**config.mk**
```make
export PLATFORM = sky130hd
export DESIGN_NAME = adder32_bit
export DESIGN_NICKNAME = d
export VERILOG_FILES = /design/src/rtl/adder_pkg.sv /design/src/rtl/full_adder_cell.sv /design/src/rtl/adder32_bit.sv
export SDC_FILE = /design/constraint.sdc
export NUM_CORES = 1
export LEC_CHECK = 0
export ABC_AREA = 1
export CAP_MARGIN = 10
export CORE_MARGIN = 10
export CORE_UTILIZATION = 36
export CTS_CLUSTER_DIAMETER = 200
export DETAILED_ROUTE_END_ITERATION = 8
export PLACE_DENSITY_LB_ADDON = 0.3
export SLEW_MARGIN = 20
export SYNTH_ARGS = -nofsm -noshare
export SYNTH_HDL_FRONTEND = slang
export SYNTH_SLANG_ARGS = --single-unit
```
**constraint.sdc**
```tcl
create_clock -name clk -period 14.7 [get_ports clk]
set_input_delay 1.47 -clock clk [delete_from_list [all_inputs] [get_ports clk]]
set_output_delay 1.47 -clock clk [all_outputs]
set_load 0.05 [all_outputs]
```
**src/rtl/adder_pkg.sv**
```systemverilog
// -----------------------------------------------------------------------------
// adder_pkg
// Shared definitions for the registered ripple-carry adder slice.
//   ADDER_W  : default operand/sum width
//   word_t   : one ADDER_W-bit operand or sum word
//   result_t : packed {cout, s} adder result
//   add_ref  : plain-arithmetic sum used wherever a quick golden value is handy
// -----------------------------------------------------------------------------
package adder_pkg;

   localparam int ADDER_W = 32;

   typedef logic [ADDER_W-1:0] word_t;

   typedef struct packed {
      logic  cout;
      word_t s;
   } result_t;

   // Full-width sum with carry-out, computed arithmetically
   function automatic result_t add_ref(input word_t a, input word_t b, input logic cin);
      logic [ADDER_W:0] wide;
      wide = {1'b0, a} + {1'b0, b} + {{ADDER_W{1'b0}}, cin};
      return result_t'(wide);
   endfunction

endpackage

```
**src/rtl/full_adder_cell.sv**
```systemverilog
// -----------------------------------------------------------------------------
// full_adder_cell
// One-bit full adder, the repeating cell of the ripple-carry chain.
// Ports:
//   a, b : operand bits
//   ci   : carry in from the next lower bit
//   s    : sum bit        (a ^ b ^ ci)
//   co   : carry out      (majority of a, b, ci)
// -----------------------------------------------------------------------------
module full_adder_cell (
   input  logic a,
   input  logic b,
   input  logic ci,
   output logic s,
   output logic co
);

   assign s  = a ^ b ^ ci;
   assign co = (a & b) | (a & ci) | (b & ci);

endmodule

```
**src/rtl/adder32_bit.sv**
```systemverilog
// -----------------------------------------------------------------------------
// adder32_bit
// Registered adder: {cout, s} = a + b + cin, one cycle of latency, one new
// operand set accepted every cycle. The same hardware serves unsigned and
// two's-complement operands; the result wraps modulo 2^WIDTH.
//
// Parameters:
//   WIDTH     : operand and sum width (>= 2), default ADDER_W (32)
// Ports:
//   clk       : rising-edge clock
//   rst       : synchronous active-high reset, wins over in_valid
//   in_valid  : a/b/cin carry a new operand set this cycle
//   a, b      : operands
//   cin       : carry in
//   out_valid : s/cout were loaded on the most recent edge
//   s         : registered sum
//   cout      : registered unsigned carry-out
//   ovf       : registered signed overflow (only with ADDER32_OVERFLOW_EN)
//
// Build option: define ADDER32_OVERFLOW_EN to add the ovf output.
// -----------------------------------------------------------------------------
module adder32_bit
   import adder_pkg::*;
#(
   parameter int WIDTH = ADDER_W
) (
   input  logic             clk,
   input  logic             rst,
   input  logic             in_valid,
   input  logic [WIDTH-1:0] a,
   input  logic [WIDTH-1:0] b,
   input  logic             cin,
   output logic             out_valid,
   output logic [WIDTH-1:0] s,
`ifdef ADDER32_OVERFLOW_EN
   output logic             ovf,
`endif
   output logic             cout
);

   // carry_s[i] is the carry into bit i; carry_s[WIDTH] is the carry-out
   logic [WIDTH:0]   carry_s;
   logic [WIDTH-1:0] sum_s;

   logic             out_valid_r;
   logic [WIDTH-1:0] s_r;
   logic             cout_r;

   assign carry_s[0] = cin;

   for (genvar i = 0; i < WIDTH; i++) begin : g_bit
      full_adder_cell u_fa (
         .a  (a[i]),
         .b  (b[i]),
         .ci (carry_s[i]),
         .s  (sum_s[i]),
         .co (carry_s[i+1])
      );
   end

   // Output stage: load on in_valid, otherwise hold; valid tracks in_valid
   always_ff @(posedge clk) begin
      if (rst) begin
         out_valid_r <= 1'b0;
         s_r         <= {WIDTH{1'b0}};
         cout_r      <= 1'b0;
      end else begin
         out_valid_r <= in_valid;
         if (in_valid) begin
            s_r    <= sum_s;
            cout_r <= carry_s[WIDTH];
         end else begin
            s_r    <= s_r;
            cout_r <= cout_r;
         end
      end
   end

   assign out_valid = out_valid_r;
   assign s         = s_r;
   assign cout      = cout_r;

`ifdef ADDER32_OVERFLOW_EN
   // Signed overflow: carry into the sign bit differs from carry out of it
   logic ovf_r;

   // Overflow flag register, same load/hold rules as the sum
   always_ff @(posedge clk) begin
      if (rst) begin
         ovf_r <= 1'b0;
      end else if (in_valid) begin
         ovf_r <= carry_s[WIDTH] ^ carry_s[WIDTH-1];
      end else begin
         ovf_r <= ovf_r;
      end
   end

   assign ovf = ovf_r;
`endif

endmodule

```
==> results.yml, run 1 <==
timing:
  max-slew-margin-rel_pct: 32.55
  worstMarginPinSlew_ns: 1.011
  setup_tns_ns: 0
  final_max_slew_viol_count: 0
  skew_ns: 0
  setup_viol: 0
  fmax_mhz: 69.83
  rsz0062_at_grt: "no"
  layout_min_cycle_time_ns: 14.32
  fin_crit_sh_pct: 97.42
  worst_slack_ns: 0.3787
  hold_violations: 0
yosys:
  synth_edf_count: 0
  async_reset_ff_share_pct: 0
  avgSynthCellArea_um2: 8.173
  ys_seq_elements: 34
  synth_fp_nets: 348
  synth_area_um2: 2027
  synth.most_common_cell: "nor2_1"
  synth_ff_type: "dfxtp_1"
  synth_top_area_share_pct: 33.58
  ys_seq_area_share_pct: 33.58
  yosysUniqueCellTypes: 7
  yosys.area.top_type: "dfxtp_1"
  syn_inst: 248
  synthTopCellsByCount: "nor2_1, nand2_1, inv_1"
  yosys_warnings: 0
  ys_top_cells_by_area: "dfxtp_1, fa_1, nor2_1, nand2_1, inv_1"
cts:
  cts_root_buf: "clkbuf_8"
  ctsLongestPathBuffers: 2
  clk_pin_slew_ns: 0.07
  cts_tree: "built"
  h-tree-depth: 2
  cts_buffers: 5
  clk_latency_ns: 0.27
  post_cts_buffers: 0
  clock-sinks: 34
  postCtsHoldBufs: 0
cells_and_area:
  nets: 446
  syn2layout_area_growth_pct: 56.23
  diodes: 0
  drive_above_1_share_pct: 3.458
route:
  wirelength_mm: 5.176
  num_vias: 1715
  firstDrtPassIters: 4
  antenna_left: 0
  post_drt_via_cell_ratio: 4.093
  drc: 0
  drtIter0Drc: 33
  routedWlPerCell_um: 12.35
global_route:
  antenna_found_initial: 0
  grt_pass1_wl_mm: 8.231
  grt_pass1_vias: 1750
  grt_use_total_pct: 11.65
  grt_max_degree: 68
  overflow: 0
placed_design:
  hpwl_mm: 4.281
  portBuffers: 101
  place.gp.congestion: 0.8259
  place_worst_setup_slack_ns: -0.1746
floorplanning:
  die_w_um: 95.04
  die_h_um: 95.04
  start_util_pct: 37.04
  ios: 102
  core-area_um2: 5473
  rows: 27
  dieArea_um2: 9032
setup_path:
  critPathTopFamily: "adder cells"
  path_max_fanout: 1
  cp_data_required_time_ns: 14.91
  critPathMaxStageDelay_ns: 0.40
  critPathSlowestCell: "clkdlybuf4s50_1"
  r2r_setup_slack_ns: 14.12
  reg2reg_depth: 2
  crit_arrival_ns: 14.54
  crit_top_cell: "fa_1"
  cp-start-kind: "input pin"
  path_buf_inv: 4
  crit_start: "a[0]"
  worstSetupPathType: "in2reg"
  r2r-start: "s[16]$_SDFFE_PP0P_"
  crit_path_end_kind: "register"
  worstReg2RegEnd: "s[16]$_SDFFE_PP0P_"
job:
  maxCapViolations: 0
power:
  leakage_nw: 1.463
  ir_drop_v: 0.00004495
  pwr_density_cell_nw_per_um2: 92.42
min_path:
  hold_path_depth: 2
  hold_end: "s[4]$_SDFFE_PP0P_"
  min_path_type: "reg2reg"
  min-delay-start: "s[4]$_SDFFE_PP0P_"
run_status:
  status: "complete, no violations"
[worst max-delay path by stage]
stage	endpoint	depth (start not counted)
floorplan	s[31]$_SDFFE_PP0P_	38
CTS	s[31]$_SDFFE_PP0P_	39
finish	s[31]$_SDFFE_PP0P_	39
global route	s[31]$_SDFFE_PP0P_	39
global placement	s[31]$_SDFFE_PP0P_	39
detailed placement	s[31]$_SDFFE_PP0P_	39
[power by group]
group          leakage (nW)  internal (mW)  switching (mW)
Combinational          1.13         0.0497          0.0667
Clock                0.0482         0.0378          0.0327
Sequential            0.283          0.101         0.00442
[through the flow]
| step | total power, mW | cells | hold WS, ns | cell area, µm² | utilization (%) |
|---|---|---|---|---|---|
| final | 0.2927 | 419 | 0.4709 | 3167 | 57.86 |
| after global placement | 0.2230 | 411 | 0.4570 | 3063 | 55.97 |
| after detailed placement | 0.2258 | 411 | 0.4620 | 3063 | 55.97 |
| after global routing | 0.3138 | 419 | 0.4881 | 3167 | 57.86 |
| after CTS | 0.2968 | 419 | 0.4714 | 3154 | 57.64 |
| after floorplan | 0.1774 | 248 | 0.6887 | 2027 | - |
[sequential cells by signal (all words and copies together), names as in the netlist]
signal     count
out_valid      1
s             32
cout           1
[final cells by class]
| type | count | area [µm²] |
|---|---|---|
| repair buffers | 101 | 1008 |
| flip-flops and latches | 34 | 680.7 |
| clock inverters | 1 | 5.005 |
| fillers | 534 | 2306 |
| clock buffers | 7 | 86.33 |
| inverters | 39 | 146.4 |
| multi-input cells | 165 | 1150 |
| well taps | 72 | 90.09 |
[cell usage in the layout (no fill, tap or decap), types with 4 or more instances in the layout]
master	netlist	final
clkbuf_8	0	6
inv_1	39	39
fa_1	32	28
dfxtp_1	34	34
nand2_1	66	66
fa_2	0	4
clkdlybuf4s50_1	0	100
nor2_1	67	67
[worst reg2reg max path: stages, from the launching register on]
cell,delay [ns]
dfxtp_1,0.34
nor2_1,0.04
nor2_1,0.13
[cell families after synthesis]
logic type | Yosys count | share of synthesized area (%)
simple gates | 133 | 24.63
buf+inv | 49 | 10.19
flops | 34 | 33.58
fa+ha+maj | 32 | 31.60
[per-layer routing]
layer  part of all wire (%)  wire, µm  track usage (%)  vias to the layer above
li1                       -         -                -                      894
met1                     39      2039            11.81                      766
met2                     51      2662            21.45                       53
met3                    8.7       448            5.263                        2
met4                   0.48        25            2.618                        0
met5                      0         0                0                        -
[timing repair]
item	in CTS	in global routing
endpoints found under the setup margin	0	1
resized for setup	0	4
hold endpoints to repair	0	0
No activity file was read; power rests on OpenSTA's default activity.
==> inputs of run 2 (changes only) <==
- CELL_PAD_IN_SITES_DETAIL_PLACEMENT: default -> 1
- CELL_PAD_IN_SITES_GLOBAL_PLACEMENT: default -> 1
- CORE_UTILIZATION: 36 -> 25
==> results.yml, run 2 (synthesis gave the netlist of run 1 again) <==
run_status:
  status: "complete, no violations"
placed_design:
  postPlaceCellArea_um2: 3100
  placedCellCount: 441
  portBuffers: 101
  place.gp.congestion: 0.7311
  hpwl_mm: 4.554
cells_and_area:
  layout_commonest_cell: "clkdlybuf4s50_1"
  final_cell_mix: "clkdlybuf4s50_1, nor2_1, nand2_1"
  seq_area_um2: 680.7
  fin_cells: 449
  drive_above_1_share_pct: 3.746
  final_core_util_pct: 41.07
  diodes: 0
  stdcell_area_um2: 3207
  nets: 446
  syn2layout_area_growth_pct: 58.21
  multi_input_area_um2: 1152
  n_fill_cell: 947
  largest_register_ffs: 32
timing:
  fmax_mhz: 70.51
  hold_violations: 0
  fin_crit_sh_pct: 96.49
  skew_ns: 0
  setup_tns_ns: 0
  final_max_slew_viol_count: 0
  max-slew-margin-rel_pct: 36.51
  setup_viol: 0
  worstMarginPinSlew_ns: 0.9466
  layout_min_cycle_time_ns: 14.18
  rsz0062_at_grt: "no"
route:
  wirelength_mm: 5.657
  post_drt_via_cell_ratio: 3.933
  firstDrtPassIters: 4
  num_vias: 1766
  drc: 0
  antenna_left: 0
  drtIter0Drc: 43
  routedWlPerCell_um: 12.60
cts:
  clk_latency_ns: 0.28
  post_cts_buffers: 0
  h-tree-depth: 2
  ctsLongestPathBuffers: 2
  clock-sinks: 34
  cts_root_buf: "clkbuf_8"
  cts_tree: "built"
  clk_pin_slew_ns: 0.07
  cts_buffers: 5
  postCtsHoldBufs: 0
job:
  maxCapViolations: 0
floorplanning:
  start_util_pct: 25.96
  die_w_um: 110.0
  rows: 32
  dieArea_um2: 12110
  core-area_um2: 7807
  die_h_um: 110.0
  ios: 102
power:
  pwr_density_cell_nw_per_um2: 91.59
  power.internal_uw: 188.7
  leakage_nw: 1.459
  p_total_uw: 293.7
  power.switching_uw: 105.0
  swShare_pct: 35.75
  p_seq_share_pct: 36.0
  combPwrFrac_pct: 39.8
  clkPwrFrac_pct: 24.2
  ir_drop_v: 0.00003774
global_route:
  grt_util_met3_pct: 3.947
  grt_pass1_vias: 1930
  antenna_found_initial: 0
  grt.met2_usage_pct: 16.47
  grt_busiest_layer: "met2"
  overflow: 0
  grt_max_degree: 68
  grt_use_total_pct: 9.810
  grt_pass1_wl_mm: 9.459
  grt_util_met1_pct: 11.50
setup_path:
  worstSetupPathType: "in2reg"
  crit_top_cell: "fa_1"
  path_buf_inv: 4
  cp_data_required_time_ns: 14.91
  path_max_fanout: 1
  critPathMaxStageDelay_ns: 0.41
  critPathSlowestCell: "fa_1"
  critPathTopFamily: "adder cells"
  crit_path_end_kind: "register"
  crit_arrival_ns: 14.39
  cp-start-kind: "input pin"
min_path:
  min_path_type: "reg2reg"
[run 2: cell types whose count changed in the layout (fill, tap and decap cells not counted)]
cell and change:
inv_1 -1, clkinv_1 +1, fa_2 +1, fa_1 -1
[run 2: timing repair]
action                                  4_1_cts  5_1_grt
endpoints found under the setup margin        0        2
hold endpoints to repair                      0        0
gates resized for setup                       0        5
[run 2: through the flow]
step	hold WS, ns	worst slack, ns
2_1_floorplan	0.6887	0.9186
6_report	0.4696	0.5166
3_3_place_gp	0.4552	0.05320
4_1_cts	0.4743	0.1627
3_5_place_dp	0.4640	-0.08660
5_1_grt	0.4842	0.04606
[run 2: worst paths after layout]
path	end	cells after the start	startpoint	slack, ns
min reg2reg	s[14]$_SDFFE_PP0P_	2	s[14]$_SDFFE_PP0P_	0.47
max	s[31]$_SDFFE_PP0P_	39	a[0]	0.52
max reg2reg	s[13]$_SDFFE_PP0P_	2	s[13]$_SDFFE_PP0P_	14.12
min	s[14]$_SDFFE_PP0P_	2	s[14]$_SDFFE_PP0P_	0.47
[run 2: power by group through the flow]
stage          combinational [mW]  clock [mW]  sequential, mW
3_3_place_gp                0.116           0           0.107
4_1_cts                     0.119      0.0755           0.106
2_1_floorplan              0.0382           0           0.139
6_report                    0.117      0.0710           0.106
5_1_grt                     0.131      0.0802           0.107
3_5_place_dp                0.118           0           0.108
[run 2: routing by layer]
metal  part of all wire (%)  vias to the layer above  wire (µm)
met5                      0                        -          0
met4                   0.80                        0         45
met3                    9.2                        4        518
met2                     49                       60       2769
met1                     41                      810       2323
li1                       -                      892          -
[run 2: cell type report]
| cell class | count | share of cell area [%] |
|---|---|---|
| Inverter | 39 | 4.565 |
| Multi-Input combinational cell | 165 | 35.93 |
| Sequential cell | 34 | 21.23 |
| Tap cell | 102 | 3.980 |
| Clock buffer | 7 | 2.692 |
| Clock inverter | 1 | 0.1561 |
| Timing Repair Buffer | 101 | 31.45 |
[run 2: worst register-to-register path: stages (launching register included)]
cell,delay [ns]
dfxtp_1,0.34
nor2_1,0.04
nor2_1,0.13
==> inputs of run 3 (changes only) <==
- CORE_UTILIZATION: 25 -> 26
- CTS_BUF_LIST: default -> sky130_fd_sc_hd__clkbuf_8
==> results.yml, run 3 (synthesis gave the netlist of run 1 again) <==
route:
  firstDrtPassIters: 4
  drc: 0
  antenna_left: 0
  post_drt_via_cell_ratio: 4.018
  drtIter0Drc: 20
  routedWlPerCell_um: 13.42
  wirelength_mm: 6.010
  num_vias: 1800
setup_path:
  path_max_fanout: 1
  crit_path_end_kind: "register"
  critPathSlowestCell: "fa_1"
  cp-start-kind: "input pin"
  cp_data_required_time_ns: 14.92
  path_buf_inv: 4
  worstSetupPathType: "in2reg"
  crit_top_cell: "fa_1"
  crit_arrival_ns: 14.46
  critPathTopFamily: "adder cells"
  critPathMaxStageDelay_ns: 0.41
cells_and_area:
  final_cell_mix: "clkdlybuf4s50_1, nor2_1, nand2_1"
  drive_above_1_share_pct: 4.046
  largest_register_ffs: 32
  diodes: 0
  syn2layout_area_growth_pct: 58.64
  nets: 447
  layout_commonest_cell: "clkdlybuf4s50_1"
timing:
  final_max_slew_viol_count: 0
  max-slew-margin-rel_pct: 60.34
  skew_ns: 0
  hold_violations: 0
  worst_slack_ns: 0.4549
  fmax_mhz: 70.20
  setup_tns_ns: 0
  worstMarginPinSlew_ns: 0.5940
  layout_min_cycle_time_ns: 14.25
  rsz0062_at_grt: "no"
  setup_viol: 0
  fin_crit_sh_pct: 96.91
cts:
  cts_root_buf: "clkbuf_8"
  ctsLongestPathBuffers: 2
  clock-sinks: 34
  clk_latency_ns: 0.28
  cts_buffers: 5
  clk_pin_slew_ns: 0.06
  cts_tree: "built"
  post_cts_buffers: 0
  h-tree-depth: 2
min_path:
  min_path_type: "reg2reg"
power:
  leakage_nw: 1.465
  pwr_density_cell_nw_per_um2: 91.02
  ir_drop_v: 0.00002960
global_route:
  grt_pass1_wl_mm: 10.18
  grt_pass1_vias: 2052
  grt_max_degree: 40
  overflow: 0
  grt_use_total_pct: 10.79
  antenna_found_initial: 0
floorplanning:
  dieArea_um2: 11730
  die_w_um: 108.3
  ios: 102
  start_util_pct: 26.51
  core-area_um2: 7647
  rows: 32
  die_h_um: 108.3
placed_design:
  place.gp.congestion: 0.7341
  portBuffers: 101
  place_worst_setup_slack_ns: -0.2424
  hpwl_mm: 4.936
run_status:
  status: "complete, no violations"
job:
  maxCapViolations: 0
## run 3: cell types whose count changed in the layout (fill, tap and decap cells not counted)
| cell | delta |
|---|---|
| inv_2 | +1 |
| clkbuf_1 | -1 |
| buf_12 | +1 |
| clkinv_1 | -1 |
| buf_2 | +1 |
| clkinv_2 | -1 |
| buf_4 | -1 |
## run 3: what timing repair did
item,CTS,global route
hold buffers,0,0
resized for setup,0,5
setup endpoints to repair,0,1
## run 3: final cells by class
type | instances | area (µm²)
tap | 102 | 127.6
timing repair buffer | 102 | 1026
inverter | 39 | 146.4
fill | 918 | 4432
multi-input combinational | 165 | 1152
sequential | 34 | 680.7
clock buffer | 6 | 82.58
## run 3: worst paths after layout
check / start / end / slack, ns / cells after the start
worst min-delay path: s[1]$_SDFFE_PP0P_ / s[1]$_SDFFE_PP0P_ / 0.47 / 2
worst min register to register: s[1]$_SDFFE_PP0P_ / s[1]$_SDFFE_PP0P_ / 0.47 / 2
worst max register to register: s[27]$_SDFFE_PP0P_ / s[27]$_SDFFE_PP0P_ / 14.14 / 2
worst max-delay path: a[0] / s[31]$_SDFFE_PP0P_ / 0.45 / 39
## run 3: power breakdown
| part | switching (mW) | total, mW | internal [mW] |
|---|---|---|---|
| combinational | 0.0686 | 0.119 | 0.0504 |
| sequential | 0.00432 | 0.106 | 0.101 |
| clock | 0.0319 | 0.0680 | 0.0361 |
## run 3: per-layer routing
layer,share of wire [%],global-route usage (%)
met5,0,0
met1,41,12.12
met2,49,18.23
met3,10,5.354
met4,0.58,1.977
## run 3: tightest hold or removal path: stages (launching register included)
cell	delay, ns
dfxtp_1	0.31
nor2_1	0.08
nor2_1	0.05
## run 3: through the flow
stage	std cells	area (µm²)	power [mW]	hold WS [ns]	utilization (%)
final	448	3216	0.2927	0.4696	42.05
after global routing	448	3216	0.3178	0.4990	42.05
after detailed placement	442	3120	0.2282	0.4653	40.81
after global placement	441	3100	0.2246	0.4569	40.54
after floorplan	248	2027	0.1774	0.6887	-
after CTS	448	3203	0.3000	0.4749	41.88
